## src/rtl/jedro_1_pkg.sv

```systemverilog
// ---------------------------------------------------------------------------
// jedro_1_pkg
// Shared constants for the jedro_1 writeback path: register file geometry and
// writeback requester indices used by jedro_1_wb_arbiter and its sub-modules.
// No ports (package).
// ---------------------------------------------------------------------------
package jedro_1_pkg;
    localparam int DATA_WIDTH     = 32;
    localparam int REG_ADDR_WIDTH = $clog2(DATA_WIDTH);
    localparam int NUM_REGISTERS  = 2 ** REG_ADDR_WIDTH;

    // Writeback requester indices into the req_* vectors.
    localparam int WB_SRC_ALU = 0;
    localparam int WB_SRC_LSU = 1;
endpackage

```

## src/rtl/jedro_1_rr_arbiter.sv

```systemverilog
// ---------------------------------------------------------------------------
// jedro_1_rr_arbiter
// Round-robin arbiter: grants the first valid requester at or after the
// internal pointer (modulo NUM_REQ). The pointer moves to granted+1 only when
// the caller signals that the grant was consumed.
// Ports:
//   clk      clock
//   rst      asynchronous active-high reset (pointer back to the ALU slot)
//   valid    per-requester request vector
//   advance  grant consumed this cycle, move the pointer
//   grant    one-hot grant (all zero when nothing is valid)
// ---------------------------------------------------------------------------
module jedro_1_rr_arbiter #(
    parameter int NUM_REQ = 2
) (
    input  logic               clk,
    input  logic               rst,
    input  logic [NUM_REQ-1:0] valid,
    input  logic               advance,
    output logic [NUM_REQ-1:0] grant
);
    import jedro_1_pkg::*;

    localparam int PTR_W = $clog2(NUM_REQ);

    logic [PTR_W-1:0]   rr_ptr;
    logic [PTR_W-1:0]   next_ptr;
    logic [PTR_W-1:0]   next_hi;
    logic [PTR_W-1:0]   next_lo;
    logic [NUM_REQ-1:0] grant_hi;
    logic [NUM_REQ-1:0] grant_lo;
    logic               found_hi;

    function automatic logic [PTR_W-1:0] after(input int k);
        return (k == NUM_REQ - 1) ? '0 : PTR_W'(k + 1);
    endfunction

    // Two priority windows: requesters at/after the pointer win over those
    // before it. Scanning downward leaves the lowest index in each window.
    always_comb begin
        grant_hi = '0;
        grant_lo = '0;
        next_hi  = rr_ptr;
        next_lo  = rr_ptr;
        found_hi = 1'b0;
        for (int k = NUM_REQ - 1; k >= 0; k--) begin
            if (valid[k]) begin
                if (k >= int'(rr_ptr)) begin
                    grant_hi    = '0;
                    grant_hi[k] = 1'b1;
                    next_hi     = after(k);
                    found_hi    = 1'b1;
                end else begin
                    grant_lo    = '0;
                    grant_lo[k] = 1'b1;
                    next_lo     = after(k);
                end
            end
        end
        grant    = found_hi ? grant_hi : grant_lo;
        next_ptr = found_hi ? next_hi  : next_lo;
    end

    always_ff @(posedge clk or posedge rst) begin
        if (rst) begin
            rr_ptr <= PTR_W'(WB_SRC_ALU);
        end else if (advance) begin
            rr_ptr <= next_ptr;
        end
    end
endmodule

```

## src/rtl/jedro_1_wb_arbiter.sv

```systemverilog
// ---------------------------------------------------------------------------
// jedro_1_wb_arbiter
// Shares register file write port C between NUM_REQ writeback requesters
// (0 = ALU, 1 = LSU) with round-robin arbitration, keeps a per-register
// pending scoreboard (set at issue, cleared at writeback) and flags RAW
// hazards on read ports A/B to decode.
// Optional feature macro: JEDRO_1_WB_FWD_EN -- forward the registered write
// port C value to decode, removing the hazard one cycle earlier.
// Ports:
//   clk_i, rst_i                   clock, asynchronous active-high reset
//   iss_valid_i/iss_addr_i         issue with destination register
//   iss_ready_o                    issue accepted (no WAW on destination)
//   req_valid_i/req_addr_i/req_data_i  flattened writeback requests
//   req_ready_o                    one-hot grant (transfer = valid & ready)
//   wpc_addr_o/wpc_data_o/wpc_we_o registered regfile write port C
//   rpa_addr_i/rpb_addr_i          decode read addresses
//   hazard_a_o/hazard_b_o          operand not yet available, stall
//   fwd_a_o/fwd_b_o, fwd_*_sel_o   forwarded operands and their selects
// ---------------------------------------------------------------------------
module jedro_1_wb_arbiter #(
    parameter int DATA_WIDTH     = jedro_1_pkg::DATA_WIDTH,
    parameter int REG_ADDR_WIDTH = $clog2(DATA_WIDTH),
    parameter int NUM_REQ        = 2
) (
    input  logic                              clk_i,
    input  logic                              rst_i,
    input  logic                              iss_valid_i,
    input  logic [REG_ADDR_WIDTH-1:0]         iss_addr_i,
    output logic                              iss_ready_o,
    input  logic [NUM_REQ-1:0]                req_valid_i,
    input  logic [NUM_REQ*REG_ADDR_WIDTH-1:0] req_addr_i,
    input  logic [NUM_REQ*DATA_WIDTH-1:0]     req_data_i,
    output logic [NUM_REQ-1:0]                req_ready_o,
    output logic [REG_ADDR_WIDTH-1:0]         wpc_addr_o,
    output logic [DATA_WIDTH-1:0]             wpc_data_o,
    output logic                              wpc_we_o,
    input  logic [REG_ADDR_WIDTH-1:0]         rpa_addr_i,
    input  logic [REG_ADDR_WIDTH-1:0]         rpb_addr_i,
    output logic                              hazard_a_o,
    output logic                              hazard_b_o,
    output logic [DATA_WIDTH-1:0]             fwd_a_o,
    output logic [DATA_WIDTH-1:0]             fwd_b_o,
    output logic                              fwd_a_sel_o,
    output logic                              fwd_b_sel_o
);
    import jedro_1_pkg::*;

    localparam int NUM_REGS = 2 ** REG_ADDR_WIDTH;

    logic [NUM_REQ-1:0]        grant;
    logic                      transfer;
    logic [REG_ADDR_WIDTH-1:0] sel_addr;
    logic [DATA_WIDTH-1:0]     sel_data;
    logic [NUM_REGS-1:0]       pending;
    logic                      issue_fire;

    jedro_1_rr_arbiter #(
        .NUM_REQ (NUM_REQ)
    ) u_rr_arbiter (
        .clk     (clk_i),
        .rst     (rst_i),
        .valid   (req_valid_i),
        .advance (transfer),
        .grant   (grant)
    );

    // The output stage never stalls, so any grant is a transfer.
    assign req_ready_o = rst_i ? '0 : grant;
    assign transfer    = |req_ready_o;

    always_comb begin
        sel_addr = '0;
        sel_data = '0;
        for (int k = 0; k < NUM_REQ; k++) begin
            if (grant[k]) begin
                sel_addr = sel_addr | req_addr_i[k*REG_ADDR_WIDTH +: REG_ADDR_WIDTH];
                sel_data = sel_data | req_data_i[k*DATA_WIDTH +: DATA_WIDTH];
            end
        end
    end

    // Writes to x0 are consumed but never enable the regfile.
    always_ff @(posedge clk_i or posedge rst_i) begin
        if (rst_i) begin
            wpc_we_o   <= 1'b0;
            wpc_addr_o <= '0;
            wpc_data_o <= '0;
        end else begin
            wpc_we_o <= transfer && (sel_addr != '0);
            if (transfer) begin
                wpc_addr_o <= sel_addr;
                wpc_data_o <= sel_data;
            end
        end
    end

    assign iss_ready_o = !((iss_addr_i != '0) && pending[iss_addr_i]);
    assign issue_fire  = iss_valid_i && iss_ready_o;

    // Set has priority over clear so a same-edge re-issue keeps the entry.
    always_ff @(posedge clk_i or posedge rst_i) begin
        if (rst_i) begin
            pending <= '0;
        end else begin
            pending[0] <= 1'b0;
            for (int r = 1; r < NUM_REGS; r++) begin
                if (issue_fire && (iss_addr_i == REG_ADDR_WIDTH'(r))) begin
                    pending[r] <= 1'b1;
                end else if (wpc_we_o && (wpc_addr_o == REG_ADDR_WIDTH'(r))) begin
                    pending[r] <= 1'b0;
                end
            end
        end
    end

`ifdef JEDRO_1_WB_FWD_EN
    logic hit_a;
    logic hit_b;

    assign hit_a       = wpc_we_o && (wpc_addr_o == rpa_addr_i) && (rpa_addr_i != '0);
    assign hit_b       = wpc_we_o && (wpc_addr_o == rpb_addr_i) && (rpb_addr_i != '0);
    assign fwd_a_sel_o = hit_a;
    assign fwd_b_sel_o = hit_b;
    assign fwd_a_o     = hit_a ? wpc_data_o : '0;
    assign fwd_b_o     = hit_b ? wpc_data_o : '0;
    assign hazard_a_o  = hit_a ? 1'b0 : pending[rpa_addr_i];
    assign hazard_b_o  = hit_b ? 1'b0 : pending[rpb_addr_i];
`else
    assign fwd_a_sel_o = 1'b0;
    assign fwd_b_sel_o = 1'b0;
    assign fwd_a_o     = '0;
    assign fwd_b_o     = '0;
    assign hazard_a_o  = pending[rpa_addr_i];
    assign hazard_b_o  = pending[rpb_addr_i];
`endif
endmodule

```

## config.mk

```make
export PLATFORM = sky130hd
export DESIGN_NAME = jedro_1_wb_arbiter
export DESIGN_NICKNAME = d
export VERILOG_FILES = /design/src/rtl/jedro_1_pkg.sv /design/src/rtl/jedro_1_rr_arbiter.sv /design/src/rtl/jedro_1_wb_arbiter.sv
export SDC_FILE = /design/constraint.sdc
export NUM_CORES = 1
export LEC_CHECK = 0
export ABC_AREA = 1
export CORE_MARGIN = 2
export CORE_UTILIZATION = 40
export DETAILED_ROUTE_END_ITERATION = 10
export GPL_TIMING_DRIVEN = 1
export PLACE_DENSITY = 0.8
export SYNTH_ARGS = -nofsm -noshare
export SYNTH_HDL_FRONTEND = slang
export SYNTH_HIERARCHICAL = 1
export SYNTH_SLANG_ARGS = --single-unit
```

## constraint.sdc

```tcl
create_clock -name clk_i -period 6.4 [get_ports clk_i]
set_input_delay 1.92 -clock clk_i [delete_from_list [all_inputs] [get_ports clk_i]]
set_output_delay 1.92 -clock clk_i [all_outputs]
set_load 0.01 [all_outputs]
```

# --- Yosys cells after proc, flatten, opt, wreduce, memory -nomap -nowiden ---
# Cells that the tools add are included.
classes:
  n_addsub: 0
  mul: 0
  div: 0
  order_cmp: 4
  n_eq_ne: 63
  n_shift: 0
  muxes: 88
  bitwise_logic: 2
  n_reduce_logical: 102
op_table:
  columns: ["operator", "n"]
  rows:
  - ["$eq A5 B5 Y1 const B", 32]
  - ["$eq A5 B4 Y1 const B", 16]
  - ["$mux W1", 75]
  - ["$logic_and A1 B1 Y1", 65]
  - ["$mux W32", 2]
  - ["$reduce_bool A2 Y1", 32]
  - ["$eq A5 B3 Y1 const B", 8]
  - ["$or A32 B32 Y32", 1]
  - ["$eq A5 B2 Y1 const B", 4]
  - ["$lt A5 B6 Y1 const B", 3]
  - ["$bmux W1 S5", 3]
  - ["$mux W2", 6]
  - ["$eq A5 B1 Y1 const B", 2]
  - ["$mux W5", 2]
  - ["$reduce_bool A5 Y1", 2]
  - ["$or A5 B5 Y5", 1]
  - ["$reduce_and A3 Y1", 1]
  - ["$ne A2 B1 Y1 const B", 1]
  - ["$reduce_or A2 Y1", 1]
  - ["$ge A1 B1 Y1 const A", 1]
  - ["$logic_not A1 Y1", 1]
word_totals:
  register_bits: 70
  latch_bits: 0
  mem_bits_rw: 0
  mem_bits_ro: 0
  inputBits: 94
  out_inout_bits: 109
  n_memories: 0

# --- Longest topological paths before layout ---
# Gate-level depths: netlist of run 1.
depth:
  word_depth: 9
  mapped_depth: 13
  mapped_depth_nobuf: 10

# --- By module ---
# Netlist of run 1, hierarchy kept.
by_module_without_submodules:
  columns: ["module", "instances", "cells_per_inst", "area_each_um2", "seq_area_each_um2"]
  rows:
  - ["jedro_1_wb_arbiter", 1, 698, 4827.1, 1726.7]
  - ["jedro_1_rr_arbiter", 1, 9, 63.8, 25.0]

# --- Worst setup path before layout of run 1 ---
# No wires, ideal clock.
synth_timing:
  path_kind: "in2out"
  startpoint: "input iss_addr_i[0]"
  endpoint: "output iss_ready_o"
  arrival_time_ns: 2.902
  required_ns: 4.480
  slack_ns: 1.578
  stages: 10
  n_path_buf: 2
  path_cell_list: "buf_6 > buf_2 > nand2_1 > nand2_1 > nand2_1 > nand2_1 > nand2_1 > nand2_2 > o21ai_4 > and2_1"
synth_between:
  elab_chain_cells: 4
  elab_cells_between_ends: 5
  classes_between: "2 x mux; 3 x reduce/logical"
synth_rtl:
  columns: ["element", "line_no", "text"]
  rows:
  - ["start: declaration", "jedro_1_wb_arbiter.sv:28", "input logic [REG_ADDR_WIDTH-1:0] iss_addr_i,"]
  - ["$bmux W1 S5", "jedro_1_wb_arbiter.sv:97", "assign iss_ready_o = !((iss_addr_i != '0) && pending[iss_addr_i]);"]
  - ["$mux W1 (implied by the code)", "jedro_1_wb_arbiter.sv:97", null]
  - ["$logic_and A1 B1 Y1 (*)", "jedro_1_wb_arbiter.sv:97", null]
  - ["$logic_not A1 Y1 (*)", "jedro_1_wb_arbiter.sv:97", null]
  - ["end: declaration", "jedro_1_wb_arbiter.sv:29", "output logic iss_ready_o,"]
# Mark *: on every way between the ends. The rest lies on a longest branch, timed or not. The select of a mux whose other input is x is not followed.

# --- Worst setup path in the final report of run 1 ---
layout_timing:
  startpoint: "input iss_addr_i[1]"
  endpoint: "output iss_ready_o"
# Same word-level chain as after synthesis.

==> impl_metrics.json, run 1 <==
{
  "pwr-share-comb_pct": 35.4,
  "cts_buffer_depth": 2,
  "crit_top_cell": "nand2_1",
  "fp.dieW_um": 115,
  "htreeDepth": 3,
  "min_to": "u_rr_arbiter/rr_ptr",
  "syn2layout_area_growth_pct": 30.5,
  "gp_congestion": 0.911,
  "drt-total-wl_mm": 14.7,
  "nFillCells": 1164,
  "nNetsFinal": 922,
  "ys_seq_area_share_pct": 35.8,
  "synth_warnings": 6,
  "grt_setup_unrepaired": "no",
  "timing.hold.ws_ns": 0.536,
  "total_leakage_power_nw": 2.76,
  "synth.avg_cell_area_sq_um": 6.92,
  "final_util_pct": 53.4,
  "numClockSinks": 70,
  "worst_slew_pin_slew_ns": 1.09,
  "outcome": "finished, final reports clean",
  "cp_cell_sequence": "clkdlybuf4s50_1 -> nor2_1 -> nand2_1 -> nand3_1 -> nand2_1 -> nand2_1 -> o21ai_4 -> and2_1 -> clkdlybuf4s50_1",
  "hold_start": "u_rr_arbiter/rr_ptr",
  "p_int_mw": 1.24,
  "viasPerCell": 5.18,
  "design.core.area_sq_mm": 0.0120,
  "skew_ns": 0.00687,
  "setup_viol": 0,
  "grt_max_degree": 52,
  "reg2reg_from": "u_rr_arbiter/rr_ptr",
  "rows": 40,
  "hpwl_mm": 10.8,
  "cp-start-kind": "input pin",
  "cts_setup_buffers": 0,
  "sequentialPowerShare_pct": 39.6,
  "antenna_left": 0,
  "antenna_found_initial": 0,
  "layout_common_cells": "215 x nand2_1, 136 x clkdlybuf4s50_1, 88 x nor2_1, 70 x dfrtp_1, 66 x conb_1",
  "switching_share_pct": 37.9,
  "grt_pass1_wl_mm": 22.9,
  "grt-ovfl-total": 0,
  "clkTransAtPathRegs_ns": 0.05,
  "hold_depth": 2,
  "wl_per_cell_um": 15.0,
  "switchingPower_uw": 755,
  "cp-startpoint": "iss_addr_i[1]",
  "arrival_ns": 4.01,
  "maxSlewViolCount": 0,
  "post_cts_resized": 0,
  "power_density_mw_per_mm2": 312,
  "max_clock_freq_mhz": 169,
  "slew_headroom_pct": 27.0,
  "clockRootBuffer": "clkbuf_16",
  "die_h_um": 115,
  "maxCapViolCount": 0,
  "finalCritPeriodShare_pct": 92.7,
  "worstSetupPathType": "input pin to output port",
  "ios": 203,
  "yosys_register_bits": 70,
  "first_iter_violations": 542,
  "ir_drop_mv": 0.173,
  "grt_pass1_vias": 4617,
  "start_util_pct": 40.9,
  "period_minus_slack_ns": 5.93,
  "setup_tns_ns": 0,
  "clock_latency_ns": 0.33,
  "ctsHoldBuffers": 0,
  "finalHoldViolCount": 0,
  "synth_area_sq_mm": 0.00489,
  "end_kind": "output port",
  "ys_types": 30,
  "critical-path-max-stage-delay_ns": 0.76,
  "ff2ff_path_depth": 7,
  "vias": 5076,
  "critPathBufInv": 2,
  "cts_buffers": 9,
  "required_ns": 4.48,
  "grt_use_total_pct": 22.4,
  "synthCells": 707,
  "cts_tree": "yes",
  "slowest_stage": "clkdlybuf4s50_1",
  "antenna_cells": 0,
  "final_layout_size_suffix_gt1_share_pct": 4.32,
  "r2r-end": "wpc_data_o[1]",
  "clockPowerShare_pct": 25.0,
  "portBuffers": 136,
  "hold_path_class": "register to register",
  "drc": 0,
  "die_area_sq_mm": 0.0131,
  "dr.pass1.iters": 5,
  "r2r_slack_ns": 4.12,
  "crit_fanout": 13,
  "critical-path-top-delay-family": "buffers and inverters",
  "final_common_cell": "nand2_1"
}
-- layout make-up --
cell class	count	area [sq um]	share of cell area (%)
Timing Repair Buffer	149	1460	22.9
Sequential cell	70	1750	27.4
Clock inverter	3	43.8	0.686
Inverter	37	141	2.21
Tap cell	147	184	2.88
Multi-Input combinational cell	561	2550	40.0
Clock buffer	13	250	3.92
-- through the flow --
stage                     setup slack, ns  instance area (sq um)  power (mW)  cells
after global routing                0.316                   6380        2.11    980
after detailed placement            0.475                   6090        1.49    964
after CTS                           0.457                   6380        1.99    980
after global placement              0.501                   6090        1.48    964
final                               0.470                   6380        1.99    980
after floorplan                      1.58                   5130        1.14    772
-- synthesized netlist by cell type --
cell / count / share of area [%]
clkbuf_1: 21 / 1.6
o21ai_1: 1 / 0.10
nand3_1: 17 / 1.7
a21boi_1: 1 / 0.15
conb_1: 1 / 0.077
nor3_1: 15 / 1.5
a21boi_0: 1 / 0.15
o221ai_1: 12 / 2.1
inv_1: 34 / 2.6
nor2_1: 88 / 6.8
o21ai_0: 63 / 6.4
nand2_2: 1 / 0.13
nor2_2: 1 / 0.13
buf_4: 66 / 10
o21ai_4: 2 / 0.67
a31oi_1: 32 / 4.1
o31ai_1: 2 / 0.31
inv_2: 1 / 0.077
o211ai_1: 4 / 0.61
buf_2: 7 / 0.72
buf_6: 8 / 1.8
buf_1: 2 / 0.15
and2_1: 1 / 0.13
nand4_1: 31 / 4.0
clkinv_1: 1 / 0.077
nand2_1: 215 / 17
a21oi_1: 3 / 0.31
dfrtp_1: 70 / 36
inv_4: 1 / 0.13
a22o_1: 5 / 0.90
-- cell families (layout without fill, tap and decap cells) --
logic type / after synthesis / after routing / share of synthesized area (%)
flops: 70 / 70 / 35.8
buf+inv: 141 / 202 / 17.3
simple gates: 369 / 369 / 30.9
compound gates: 126 / 126 / 15.9
other cells: 1 / 66 / 0.0767
-- worst min-delay path, delay by kind of cell, from the launching register on --
family / cells / cell delay, ns
DFF: 1 / 0.38
and+or+nand+nor: 2 / 0.12
-- worst max-delay path by stage --
stage / end / slack, ns / cells after the start
after CTS: iss_ready_o / 0.46 / 10
final: iss_ready_o / 0.47 / 9
after floorplan: iss_ready_o / 1.58 / 10
after global placement: iss_ready_o / 0.50 / 9
after global routing: iss_ready_o / 0.32 / 10
after detailed placement: iss_ready_o / 0.48 / 10
-- registers in the layout, indices dropped and copies added (netlist names) --
register / count
u_rr_arbiter/rr_ptr: 1
pending: 31
wpc_data_o: 32
wpc_addr_o: 5
wpc_we_o: 1
-- routing by layer --
layer	vias to the layer above	wire length (um)	global-route usage, %
li1	2463	-	-
met1	2275	5540	26.4
met2	289	7000	37.2
met3	49	1650	7.41
met4	0	496	9.59
met5	-	0	0
-- power by group through the flow --
stage          Clock [mW]  Combinational, mW  Sequential [mW]
6_report            0.498              0.706            0.789
5_1_grt             0.521              0.786            0.798
4_1_cts             0.504              0.708            0.780
3_5_place_dp            0              0.704            0.786
3_3_place_gp            0              0.696            0.780
2_1_floorplan           0              0.410            0.732
Note: power is estimated with default switching activity, not from simulation.
==> run 2, diff against run 1 <==
- DONT_BUFFER_PORTS: unset -> 1
- PLACE_DENSITY: 0.8 -> 0.58
- SKIP_LAST_GASP: unset -> 1
- SLEW_MARGIN: unset -> 20
==> impl_metrics.json, run 2 (synthesized netlist as in run 1, its figures left out) <==
{
  "outcome": "finished, final reports clean",
  "grt_pass1_vias": 4127,
  "viasPerCell": 5.39,
  "slew_headroom_pct": 55.6,
  "grt_use_total_pct": 20.7,
  "gp_congestion": 0.904,
  "nNetsFinal": 779,
  "cts_setup_buffers": 0,
  "ctsHoldBuffers": 0,
  "antenna_found_initial": 0,
  "fp.dieW_um": 115,
  "antenna_cells": 0,
  "hpwl_mm": 10.2,
  "antenna_left": 0,
  "maxSlewViolCount": 0,
  "rows": 40,
  "worstSetupPathType": "input pin to output port",
  "htreeDepth": 3,
  "max_clock_freq_mhz": 199,
  "crit_fanout": 32,
  "finalCritPeriodShare_pct": 78.7,
  "nFillCells": 1247,
  "design.core.area_sq_mm": 0.0120,
  "maxCapViolCount": 0,
  "total_power_mw": 1.83,
  "die_area_sq_mm": 0.0131,
  "seq_area_sq_mm": 0.00175,
  "vias": 4510,
  "clkTransAtPathRegs_ns": 0.06,
  "final_common_cell": "nand2_1",
  "ios": 203,
  "critical-path-max-stage-delay_ns": 0.33,
  "drc": 0,
  "post_cts_resized": 0,
  "end_kind": "output port",
  "final_layout_size_suffix_gt1_share_pct": 4.64,
  "grt_pass1_wl_mm": 21.2,
  "worst_slew_pin_slew_ns": 0.666,
  "regMostFlops": "wpc_data_o",
  "slowest_stage": "buf_4",
  "portBuffers": 0,
  "cts_tree": "yes",
  "grt_max_degree": 53,
  "cp-start-kind": "input pin",
  "period_minus_slack_ns": 5.04,
  "setup_tns_ns": 0,
  "skew_ns": 0.00649,
  "cp_cell_sequence": "inv_4 -> nor2_2 -> nand2_1 -> nand3_1 -> nand2_1 -> nand2_1 -> o21ai_4 -> buf_4 -> and2_1",
  "grt-ovfl-total": 0,
  "wl_per_cell_um": 16.2,
  "layout_common_cells": "215 x nand2_1, 88 x nor2_1, 70 x dfrtp_1, 66 x conb_1, 63 x o21ai_0",
  "crit_top_cell": "nand2_1",
  "largest_reg_flops": 32,
  "cts_buffers": 9,
  "finalHoldViolCount": 0,
  "grt_setup_unrepaired": "no",
  "timing.hold.ws_ns": 0.528,
  "die_h_um": 115,
  "ir_drop_mv": 0.175,
  "first_iter_violations": 394,
  "syn2layout_area_growth_pct": 2.40,
  "start_util_pct": 40.9,
  "clock_latency_ns": 0.33,
  "setup_viol": 0,
  "finalWorstSetupSlack_ns": 1.36,
  "arrival_ns": 3.12,
  "hold_path_class": "register to register",
  "dr.pass1.iters": 5,
  "largestRegisters": "wpc_data_o (32), pending (31), wpc_addr_o (5)",
  "numClockSinks": 70,
  "total_leakage_power_nw": 2.21,
  "clockRootBuffer": "clkbuf_16",
  "power_density_mw_per_mm2": 365,
  "multi_input_area_sq_mm": 0.00255,
  "cts_buffer_depth": 2,
  "drt-total-wl_mm": 13.5,
  "required_ns": 4.48,
  "place_ws_ns": 1.39
}
-- run 2: critical path: cells and delay by family --
kind | cells | cell delay (ns)
AND/OR/NAND/NOR | 6 | 0.61
buffers and inverters | 2 | 0.44
AO/OA/AOI/OAI | 1 | 0.14
-- run 2: final timing paths --
| check | end | startpoint | slack (ns) | cells past startpoint |
|---|---|---|---|---|
| worst min register to register | u_rr_arbiter/rr_ptr | u_rr_arbiter/rr_ptr | 0.53 | 2 |
| worst max register to register | wpc_data_o[26] | u_rr_arbiter/rr_ptr | 3.97 | 8 |
| worst max-delay path | iss_ready_o | iss_addr_i[0] | 1.36 | 9 |
| min in group asynchronous | u_rr_arbiter/rr_ptr | rst_i | 1.31 | 1 |
| max in group asynchronous | wpc_addr_o[0] | rst_i | 3.90 | 2 |
| worst min-delay path | u_rr_arbiter/rr_ptr | u_rr_arbiter/rr_ptr | 0.53 | 2 |
-- run 2: per-layer routing --
metal / GRT usage (%) / vias to the layer above / wire, um
met4: 8.70 / 0 / 291
met2: 32.1 / 253 / 6290
met3: 4.82 / 25 / 1350
met1: 27.8 / 2054 / 5620
li1: - / 2178 / -
met5: 0 / - / 0
-- run 2: power breakdown --
| part | total, mW | internal [mW] | switching, mW |
|---|---|---|---|
| Clock | 0.548 | 0.354 | 0.194 |
| Sequential | 0.836 | 0.596 | 0.240 |
| Combinational | 0.442 | 0.155 | 0.287 |
-- run 2: final cells by class --
cell class              count  share of cell area, %
repair buffers              6                  0.899
inverters                  37                   2.82
flip-flops and latches     70                   35.0
clock inverters             6                   1.87
multi-input cells         561                   51.0
clock buffers              10                   4.77
well taps                 147                   3.67
-- run 2: stage by stage --
step           utilization (%)  area (sq um)  std cells
6_report                  41.9          5010        837
5_1_grt                   41.9          5010        837
4_1_cts                   41.9          5010        837
3_5_place_dp              39.1          4680        821
3_3_place_gp              39.1          4680        821
2_1_floorplan                -          5130        772
